File: config.mk
export PLATFORM = sky130hd
export DESIGN_NAME = timebase_flat
export DESIGN_NICKNAME = d
export VERILOG_FILES = /design/src/rtl/timebase_if.sv /design/src/rtl/timebase.sv /design/src/flat_wrapper.sv
export SDC_FILE = /design/constraint.sdc
export NUM_CORES = 1
export LEC_CHECK = 0
export CELL_PAD_IN_SITES_DETAIL_PLACEMENT = 0
export CELL_PAD_IN_SITES_GLOBAL_PLACEMENT = 1
export CORE_MARGIN = 1.5
export CORE_UTILIZATION = 33
export DETAILED_ROUTE_END_ITERATION = 8
export GPL_ROUTABILITY_DRIVEN = 0
export GPL_TIMING_DRIVEN = 0
export PLACE_DENSITY = 0.76
export SETUP_SLACK_MARGIN = 0.1
export SYNTH_ARGS = -nofsm -noshare
export SYNTH_HDL_FRONTEND = slang
export SYNTH_SLANG_ARGS = --single-unit
export TNS_END_PERCENT = 1
File: constraint.sdc
create_clock -name clk -period 3.3 [get_ports clk]
set_input_delay 0.33 -clock clk [delete_from_list [all_inputs] [get_ports clk]]
set_output_delay 0.33 -clock clk [all_outputs]
set_load 0.1 [all_outputs]
File: src/rtl/timebase_if.sv
// rtl/timebase_if.sv - timebase bus: time load/readout, latch channels and LED controls
interface timebase_if #(
    parameter int TIME_BITS = 64,
    parameter int NLATCH    = 2,
    parameter int NLEDS     = 8
);
    logic [TIME_BITS-1:0]        time_set;
    logic                        time_set_en;
    logic [TIME_BITS-1:0]        time_out;
    logic [NLATCH-1:0]           latch_in;
    logic [NLATCH-1:0]           latch_arm;
    logic [NLATCH-1:0]           latch_ack;
    logic [NLATCH-1:0]           latch_valid;
    logic [NLATCH-1:0]           latch_overrun;
    logic [NLATCH*TIME_BITS-1:0] latch_time;
    logic [1:0]                  led_mode;
    logic [NLEDS-1:0]            led_pattern;
    logic [NLEDS-1:0]            leds;

    modport master (
        output time_set, time_set_en, latch_in, latch_arm, latch_ack, led_mode, led_pattern,
        input  time_out, latch_valid, latch_overrun, latch_time, leds
    );

    modport slave (
        input  time_set, time_set_en, latch_in, latch_arm, latch_ack, led_mode, led_pattern,
        output time_out, latch_valid, latch_overrun, latch_time, leds
    );
endinterface

File: src/rtl/timebase.sv
// rtl/timebase.sv - free-running system time with external time-latch channels and status LEDs
module timebase #(
    parameter int TIME_BITS   = 64,
    parameter int NLATCH      = 2,
    parameter int SYNC_STAGES = 2,
    parameter int NLEDS       = 8,
    parameter int LED_SHIFT   = 22
) (
    input  logic       clk,
    input  logic       rst_n,
    timebase_if.slave  bus
);
    localparam logic [1:0] ST_IDLE     = 2'd0;
    localparam logic [1:0] ST_ARMED    = 2'd1;
    localparam logic [1:0] ST_CAPTURED = 2'd2;

    localparam logic [TIME_BITS-1:0] LP_ONE  = TIME_BITS'(1);
    // Pin-to-detect latency: SYNC_STAGES synchroniser flops, then the registered edge pulse
    localparam logic [TIME_BITS-1:0] LP_COMP = TIME_BITS'(SYNC_STAGES + 1);
    localparam logic [NLEDS-1:0]     LP_LED1 = NLEDS'(1);

    logic [TIME_BITS-1:0]   r_time;
    logic [TIME_BITS-1:0]   w_time_next;
    logic                   w_tick;

    logic [SYNC_STAGES-1:0] r_sync  [NLATCH];
    logic [NLATCH-1:0]      r_hist;
    logic [NLATCH-1:0]      r_edge;
    logic [1:0]             r_state [NLATCH];
    logic [NLATCH-1:0]      r_valid;
    logic [NLATCH-1:0]      r_overrun;
    logic [TIME_BITS-1:0]   r_ltime [NLATCH];

    logic [NLEDS-1:0]       r_leds;
    logic [1:0]             r_mode_prev;

    // Next counter value: a load replaces the increment for that cycle
    always_comb begin
        w_time_next = bus.time_set_en ? bus.time_set : (r_time + LP_ONE);
        w_tick      = (w_time_next[LED_SHIFT-1:0] == '0);
    end

    // System time counter
    always_ff @(posedge clk or negedge rst_n) begin
        if (!rst_n) begin
            r_time <= '0;
        end else begin
            r_time <= w_time_next;
        end
    end

    // Per-channel synchroniser, edge detector and capture FSM
    always_ff @(posedge clk or negedge rst_n) begin
        if (!rst_n) begin
            for (int i = 0; i < NLATCH; i++) begin
                r_sync[i]  <= '0;
                r_state[i] <= ST_IDLE;
                r_ltime[i] <= '0;
            end
            r_hist    <= '0;
            r_edge    <= '0;
            r_valid   <= '0;
            r_overrun <= '0;
        end else begin
            for (int i = 0; i < NLATCH; i++) begin
                r_sync[i] <= {r_sync[i][SYNC_STAGES-2:0], bus.latch_in[i]};
                r_hist[i] <= r_sync[i][SYNC_STAGES-1];
                r_edge[i] <= r_sync[i][SYNC_STAGES-1] & ~r_hist[i];

                case (r_state[i])
                    ST_IDLE: begin
                        // An edge coinciding with the arm pulse is deliberately not captured
                        if (bus.latch_arm[i]) begin
                            r_state[i] <= ST_ARMED;
                        end
                    end
                    ST_ARMED: begin
                        if (r_edge[i]) begin
                            r_state[i] <= ST_CAPTURED;
                            // r_time is the pre-load value even if a load is in flight
                            r_ltime[i] <= r_time - LP_COMP;
                            r_valid[i] <= 1'b1;
                        end
                    end
                    ST_CAPTURED: begin
                        if (bus.latch_ack[i]) begin
                            r_state[i]   <= bus.latch_arm[i] ? ST_ARMED : ST_IDLE;
                            r_valid[i]   <= 1'b0;
                            r_overrun[i] <= 1'b0;
                        end else if (r_edge[i]) begin
                            r_overrun[i] <= 1'b1;
                        end
                    end
                    default: begin
                        r_state[i] <= ST_IDLE;
                    end
                endcase
            end
        end
    end

    // LED driver; the tick is taken from the next time value so leds change with time_out
    always_ff @(posedge clk or negedge rst_n) begin
        if (!rst_n) begin
            r_leds      <= LP_LED1;
            r_mode_prev <= 2'd0;
        end else begin
            r_mode_prev <= bus.led_mode;
            case (bus.led_mode)
                2'd0: begin
                    if (r_mode_prev != 2'd0) begin
                        r_leds <= LP_LED1;
                    end else if (w_tick) begin
                        r_leds <= {r_leds[NLEDS-2:0], r_leds[NLEDS-1]};
                    end
                end
                2'd1: begin
                    r_leds <= '1;
                end
                2'd2: begin
                    if (r_mode_prev != 2'd2) begin
                        r_leds <= '0;
                    end else if (w_tick) begin
                        r_leds <= ~r_leds;
                    end
                end
                default: begin
                    r_leds <= bus.led_pattern;
                end
            endcase
        end
    end

    // Output mapping
    always_comb begin
        bus.time_out      = r_time;
        bus.latch_valid   = r_valid;
        bus.latch_overrun = r_overrun;
        bus.leds          = r_leds;
        for (int i = 0; i < NLATCH; i++) begin
            bus.latch_time[i*TIME_BITS +: TIME_BITS] = r_ltime[i];
        end
    end
endmodule

File: src/flat_wrapper.sv
// flat-port wrapper written by rule: the top's interface ports become plain ports
module timebase_flat 
#(
    parameter int TIME_BITS   = 64,
    parameter int NLATCH      = 2,
    parameter int SYNC_STAGES = 2,
    parameter int NLEDS       = 8,
    parameter int LED_SHIFT   = 22
)
  (clk, rst_n, bus_time_set, bus_time_set_en, bus_latch_in, bus_latch_arm, bus_latch_ack, bus_led_mode, bus_led_pattern, bus_time_out, bus_latch_valid, bus_latch_overrun, bus_latch_time, bus_leds);
  timebase_if #(.TIME_BITS(TIME_BITS), .NLATCH(NLATCH), .NLEDS(NLEDS)) bus_i ();
  input  logic clk;
  input  logic rst_n;
  input wire logic [$bits(bus_i.time_set)-1:0] bus_time_set;
  input wire logic [$bits(bus_i.time_set_en)-1:0] bus_time_set_en;
  input wire logic [$bits(bus_i.latch_in)-1:0] bus_latch_in;
  input wire logic [$bits(bus_i.latch_arm)-1:0] bus_latch_arm;
  input wire logic [$bits(bus_i.latch_ack)-1:0] bus_latch_ack;
  input wire logic [$bits(bus_i.led_mode)-1:0] bus_led_mode;
  input wire logic [$bits(bus_i.led_pattern)-1:0] bus_led_pattern;
  output wire logic [$bits(bus_i.time_out)-1:0] bus_time_out;
  output wire logic [$bits(bus_i.latch_valid)-1:0] bus_latch_valid;
  output wire logic [$bits(bus_i.latch_overrun)-1:0] bus_latch_overrun;
  output wire logic [$bits(bus_i.latch_time)-1:0] bus_latch_time;
  output wire logic [$bits(bus_i.leds)-1:0] bus_leds;
  assign bus_i.time_set = bus_time_set;
  assign bus_i.time_set_en = bus_time_set_en;
  assign bus_i.latch_in = bus_latch_in;
  assign bus_i.latch_arm = bus_latch_arm;
  assign bus_i.latch_ack = bus_latch_ack;
  assign bus_i.led_mode = bus_led_mode;
  assign bus_i.led_pattern = bus_led_pattern;
  assign bus_time_out = bus_i.time_out;
  assign bus_latch_valid = bus_i.latch_valid;
  assign bus_latch_overrun = bus_i.latch_overrun;
  assign bus_latch_time = bus_i.latch_time;
  assign bus_leds = bus_i.leds;
  timebase #(.TIME_BITS(TIME_BITS), .NLATCH(NLATCH), .SYNC_STAGES(SYNC_STAGES), .NLEDS(NLEDS), .LED_SHIFT(LED_SHIFT)) u_core (.clk(clk), .rst_n(rst_n), .bus(bus_i));
endmodule
==> results <==
synthesized netlist by cell type, types with 2 or more instances:
cell type and number:
sky130_fd_sc_hd__buf_1 2, sky130_fd_sc_hd__and4_1 4, sky130_fd_sc_hd__nor2b_1 4, sky130_fd_sc_hd__or4b_2 2, sky130_fd_sc_hd__nor2_1 53, sky130_fd_sc_hd__or3_1 12
sky130_fd_sc_hd__o21ai_1 4, sky130_fd_sc_hd__nand2_1 220, sky130_fd_sc_hd__nand3_1 33, sky130_fd_sc_hd__or4_1 8, sky130_fd_sc_hd__a21o_1 2, sky130_fd_sc_hd__o21a_1 2
sky130_fd_sc_hd__o22ai_1 3, sky130_fd_sc_hd__dfrtp_1 217, sky130_fd_sc_hd__or2_2 8, sky130_fd_sc_hd__nand3b_1 6, sky130_fd_sc_hd__buf_2 5, sky130_fd_sc_hd__and2_1 6
sky130_fd_sc_hd__o211ai_1 2, sky130_fd_sc_hd__nor3_2 2, sky130_fd_sc_hd__o31a_1 3, sky130_fd_sc_hd__nand2b_1 2, sky130_fd_sc_hd__mux2_2 14, sky130_fd_sc_hd__xor2_1 55
sky130_fd_sc_hd__a31oi_1 6, sky130_fd_sc_hd__o21ai_0 194, sky130_fd_sc_hd__a21oi_1 18, sky130_fd_sc_hd__nand4_1 19, sky130_fd_sc_hd__o31ai_1 2, sky130_fd_sc_hd__nor4_1 20
sky130_fd_sc_hd__inv_1 18, sky130_fd_sc_hd__clkbuf_1 65, sky130_fd_sc_hd__nor3_1 30, sky130_fd_sc_hd__xnor2_1 56, sky130_fd_sc_hd__and3_1 14
state kept, by name, indices dropped and copies added (netlist names):
name and cells:
u_core.bus.latch_overrun 2, u_core.bus.time_out 64, u_core.r_hist 2, u_core.r_mode_prev 2, u_core.r_state 4, u_core.bus.latch_time 128
u_core.bus.latch_valid 2, u_core.r_edge 2, u_core.r_sync 4, u_core.bus.leds 8
layer usage:
layer  track usage [%]  wire [um]
met2              35.7      16800
met1              29.0      16000
met5                 0          0
met4              5.68        746
met3              4.33       2230
where the power goes:
part | switching, mW | leakage, nW | internal [mW]
Combinational | 7.45 | 2.97 | 1.94
Sequential | 0.611 | 2.66 | 3.53
Clock | 1.16 | 0.456 | 1.89
path summary, 6_finish.rpt:
check                      slack, ns                          to  cells after the start                     from
min reg2reg                     0.35            u_core.r_sync[1]                      0         u_core.r_sync[0]
max in group asynchronous       1.71      u_core.bus.time_out[4]                      3                    rst_n
min                             0.25            u_core.r_sync[0]                      1          bus_latch_in[1]
min in group asynchronous       0.41   u_core.bus.latch_time[93]                      2                    rst_n
max                            -0.03  u_core.bus.latch_time[127]                     11  u_core.bus.time_out[22]
max reg2reg                    -0.03  u_core.bus.latch_time[127]                     11  u_core.bus.time_out[22]
cell type report:
type,count,area [um2]
clock buffer,33,738
sequential,218,5520
buffer,70,322
multi-input combinational,828,4920
timing repair buffer,309,3080
inverter,18,67.6
clock inverter,14,173
tap,396,495
fill,2877,15500
through the flow:
step | utilization [%] | power [mW] | hold slack, ns
floorplan | - | 11.1 | 0.0344
global placement | 45.2 | 13.5 | 0.335
detailed placement | 45.3 | 13.5 | 0.336
CTS | 49.1 | 16.7 | 0.219
global route | 49.6 | 17.2 | 0.229
finish | 49.6 | 16.6 | 0.245
critical path, cell delays in order, from the launching register on:
cell and delay, ns:
sky130_fd_sc_hd__dfrtp_4 0.48, sky130_fd_sc_hd__buf_6 0.12, sky130_fd_sc_hd__or4_4 0.53, sky130_fd_sc_hd__or4_4 0.44, sky130_fd_sc_hd__or4_4 0.43, sky130_fd_sc_hd__buf_6 0.14, sky130_fd_sc_hd__or3_4 0.37, sky130_fd_sc_hd__nor2_4 0.18
sky130_fd_sc_hd__buf_12 0.14, sky130_fd_sc_hd__nand3b_1 0.08, sky130_fd_sc_hd__xor2_1 0.17, sky130_fd_sc_hd__o21ai_0 0.10
timing repair:
item | 4_1_cts | 5_1_grt
buffers inserted | 15 | 6
endpoints found under the hold margin | 103 | 0
hold buffers | 1 | 0
setup endpoints to repair | 61 | 73
pin swaps | 18 | 12
gates cloned | 1 | 0
resized for setup | 38 | 32
cell families (layout without fill, tap and decap cells):
family | count (synthesis) | count (layout) | synth area share (%)
simple gates | 454 | 455 | 20.7
compound gates | 247 | 247 | 12.7
flops | 218 | 218 | 52.3
xor+xnor | 111 | 111 | 9.31
buf+inv | 91 | 444 | 3.40
fa+ha+maj | 1 | 1 | 0.120
mux | 14 | 14 | 1.51
==> insert_results.sql <==
INSERT INTO impl_metrics (metric_group, metric, value, unit) VALUES
('drt', 'drc', '0', ''),
('sta', 'final_max_slew_viols', '0', ''),
('global_route', 'vias_in_the_first_global_route', '9559', ''),
('clocking', 'path_clk_slew', '0.06', 'ns'),
('critical_path', 'critical_path_peak_fanout', '5', ''),
('synthesis', 'synth_edf_count', '0', ''),
('synthesis', 'synth-seq-area-share', '52.3', '%'),
('clocking', 'clock_tree.htree_level_count', '1', ''),
('clocking', 'buffer_type_at_the_clock_tree_root', 'sky130_fd_sc_hd__clkbuf_16', ''),
('layout', 'post_route_cell_area', '15300', 'um2'),
('status', 'run_status', 'complete, but fails checks', ''),
('floorplanning', 'die_w', '181', 'um'),
('power_and_ir_drop', 'cellPowerDensity', '1080', 'nW/um2'),
('layout', 'mostFrequentLayoutCells', 'sky130_fd_sc_hd__clkdlybuf4s50_1, sky130_fd_sc_hd__nand2_1, sky130_fd_sc_hd__dfrtp_1', ''),
('synthesis', 'synth-warning-count', '0', ''),
('floorplanning', 'die-area', '32700', 'um2'),
('clocking', 'cts_tree', 'yes', ''),
('critical_path', 'cp_class', 'reg -> reg', ''),
('sta', 'setup_violations', '8', ''),
('sta', 'fin_tns_setup', '-0.139', 'ns'),
('place', 'dpl-instance-area', '14000', 'um2'),
('layout', 'final-instance-count-excl-fill', '1886', ''),
('synthesis', 'synthesis.instances', '1136', ''),
('clocking', 'cts_buffer_depth', '3', ''),
('drt', 'drt-pass1-iter-count', '4', ''),
('synthesis', 'ys_flop_type', 'sky130_fd_sc_hd__dfrtp_1', ''),
('global_route', 'grt_pass1_wl', '55.8', 'mm'),
('synthesis', 'asyncSetResetFlopFracSynth', '100', '%'),
('sta', 'max_freq', '301', 'MHz'),
('synthesis', 'synthDominantCellAreaShare', '52.0', '%'),
('synthesis', 'synth.ff_latch_count', '218', ''),
('synthesis', 'avgSynthCellArea', '9.19', 'um2'),
('global_route', 'total_routing_resource_utilization_after_global_routing', '21.6', '%'),
('synthesis', 'ys_top_cells_by_area', 'sky130_fd_sc_hd__dfrtp_1, sky130_fd_sc_hd__o21ai_0, sky130_fd_sc_hd__nand2_1, sky130_fd_sc_hd__xnor2_1, sky130_fd_sc_hd__xor2_1', ''),
('sta', 'post-route-worst-setup-slack', '-0.0263', 'ns'),
('status', 'failing_checks', 'setup timing', ''),
('layout', 'insertedDiodeCount', '0', ''),
('floorplanning', 'initial_standard_cell_utilization_of_the_core', '33.9', '%'),
('flow_run', 'drv_cap', '0', ''),
('floorplanning', 'floorplan.core_area', '30800', 'um2'),
('synthesis', 'synth_cell_type_count', '60', ''),
('sta', 'grt_setup_unrepaired', 'yes', ''),
('critical_path', 'required', '3.68', 'ns'),
('critical_path', 'timing.critical_path.from_type', 'flip-flop', ''),
('sta', 'timing.final.crit_period', '3.33', 'ns'),
('floorplanning', 'die_height', '181', 'um'),
('global_route', 'grt_antenna_before_repair', '0', ''),
('synthesis', 'synth_area', '10400', 'um2'),
('place', 'detailedPlacementHpwl', '26.2', 'mm'),
('place', 'buffer_ports.inserted', '286', ''),
('sta', 'slew_headroom', '23.9', '%'),
('clocking', 'cts.sinks', '218', ''),
('min_path', 'hold_path.class', 'in -> reg', ''),
('critical_path', 'setup.worst_path.end_class', 'flip-flop', ''),
('sta', 'clock_skews', '0.0130', 'ns'),
('drt', 'routed-via-count', '9610', ''),
('place', 'dp_slack', '-0.445', 'ns'),
('synthesis', 'yosys.area.top_type', 'sky130_fd_sc_hd__dfrtp_1', ''),
('sta', 'slew_of_the_pin_with_the_lowest_slew_margin', '1.14', 'ns'),
('synthesis', 'postSynthNetCount', '1220', ''),
('layout', 'num-nets-final', '1555', ''),
('global_route', 'global_route.overflow_total', '0', ''),
('floorplanning', 'std_cell_rows', '64', ''),
('layout', 'area.growth.synth_to_final', '46.6', '%'),
('drt', 'wirelength', '35.8', 'mm'),
('layout', 'drive_gt1_share', '11.5', '%'),
('layout', 'layout_commonest_cell', 'sky130_fd_sc_hd__clkdlybuf4s50_1', ''),
('sta', 'layout_worst_path_cycle_share', '101', '%'),
('power_and_ir_drop', 'ir_worst_vdd', '0.830', 'mV'),
('drt', 'via_cell_ratio', '5.10', ''),
('critical_path', 'worst_ep_arrival_time', '3.71', 'ns'),
('clocking', 'tritoncts.num_buffers', '26', ''),
('sta', 'timing_hold_violations_final', '0', ''),
('drt', 'antenna_left', '0', ''),
('drt', 'initialDrtViolationCount', '444', ''),
('floorplanning', 'ios', '287', ''),
('place', 'numPlacedInstances', '1819', ''),
('power_and_ir_drop', 'p_leak', '6.09', 'nW'),
('clocking', 'clk_latency', '0.52', 'ns'),
('global_route', 'grt_max_degree', '116', ''),
('drt', 'detail_route.wl_per_cell', '19.0', 'um');
(Power assumes the default switching activity.)
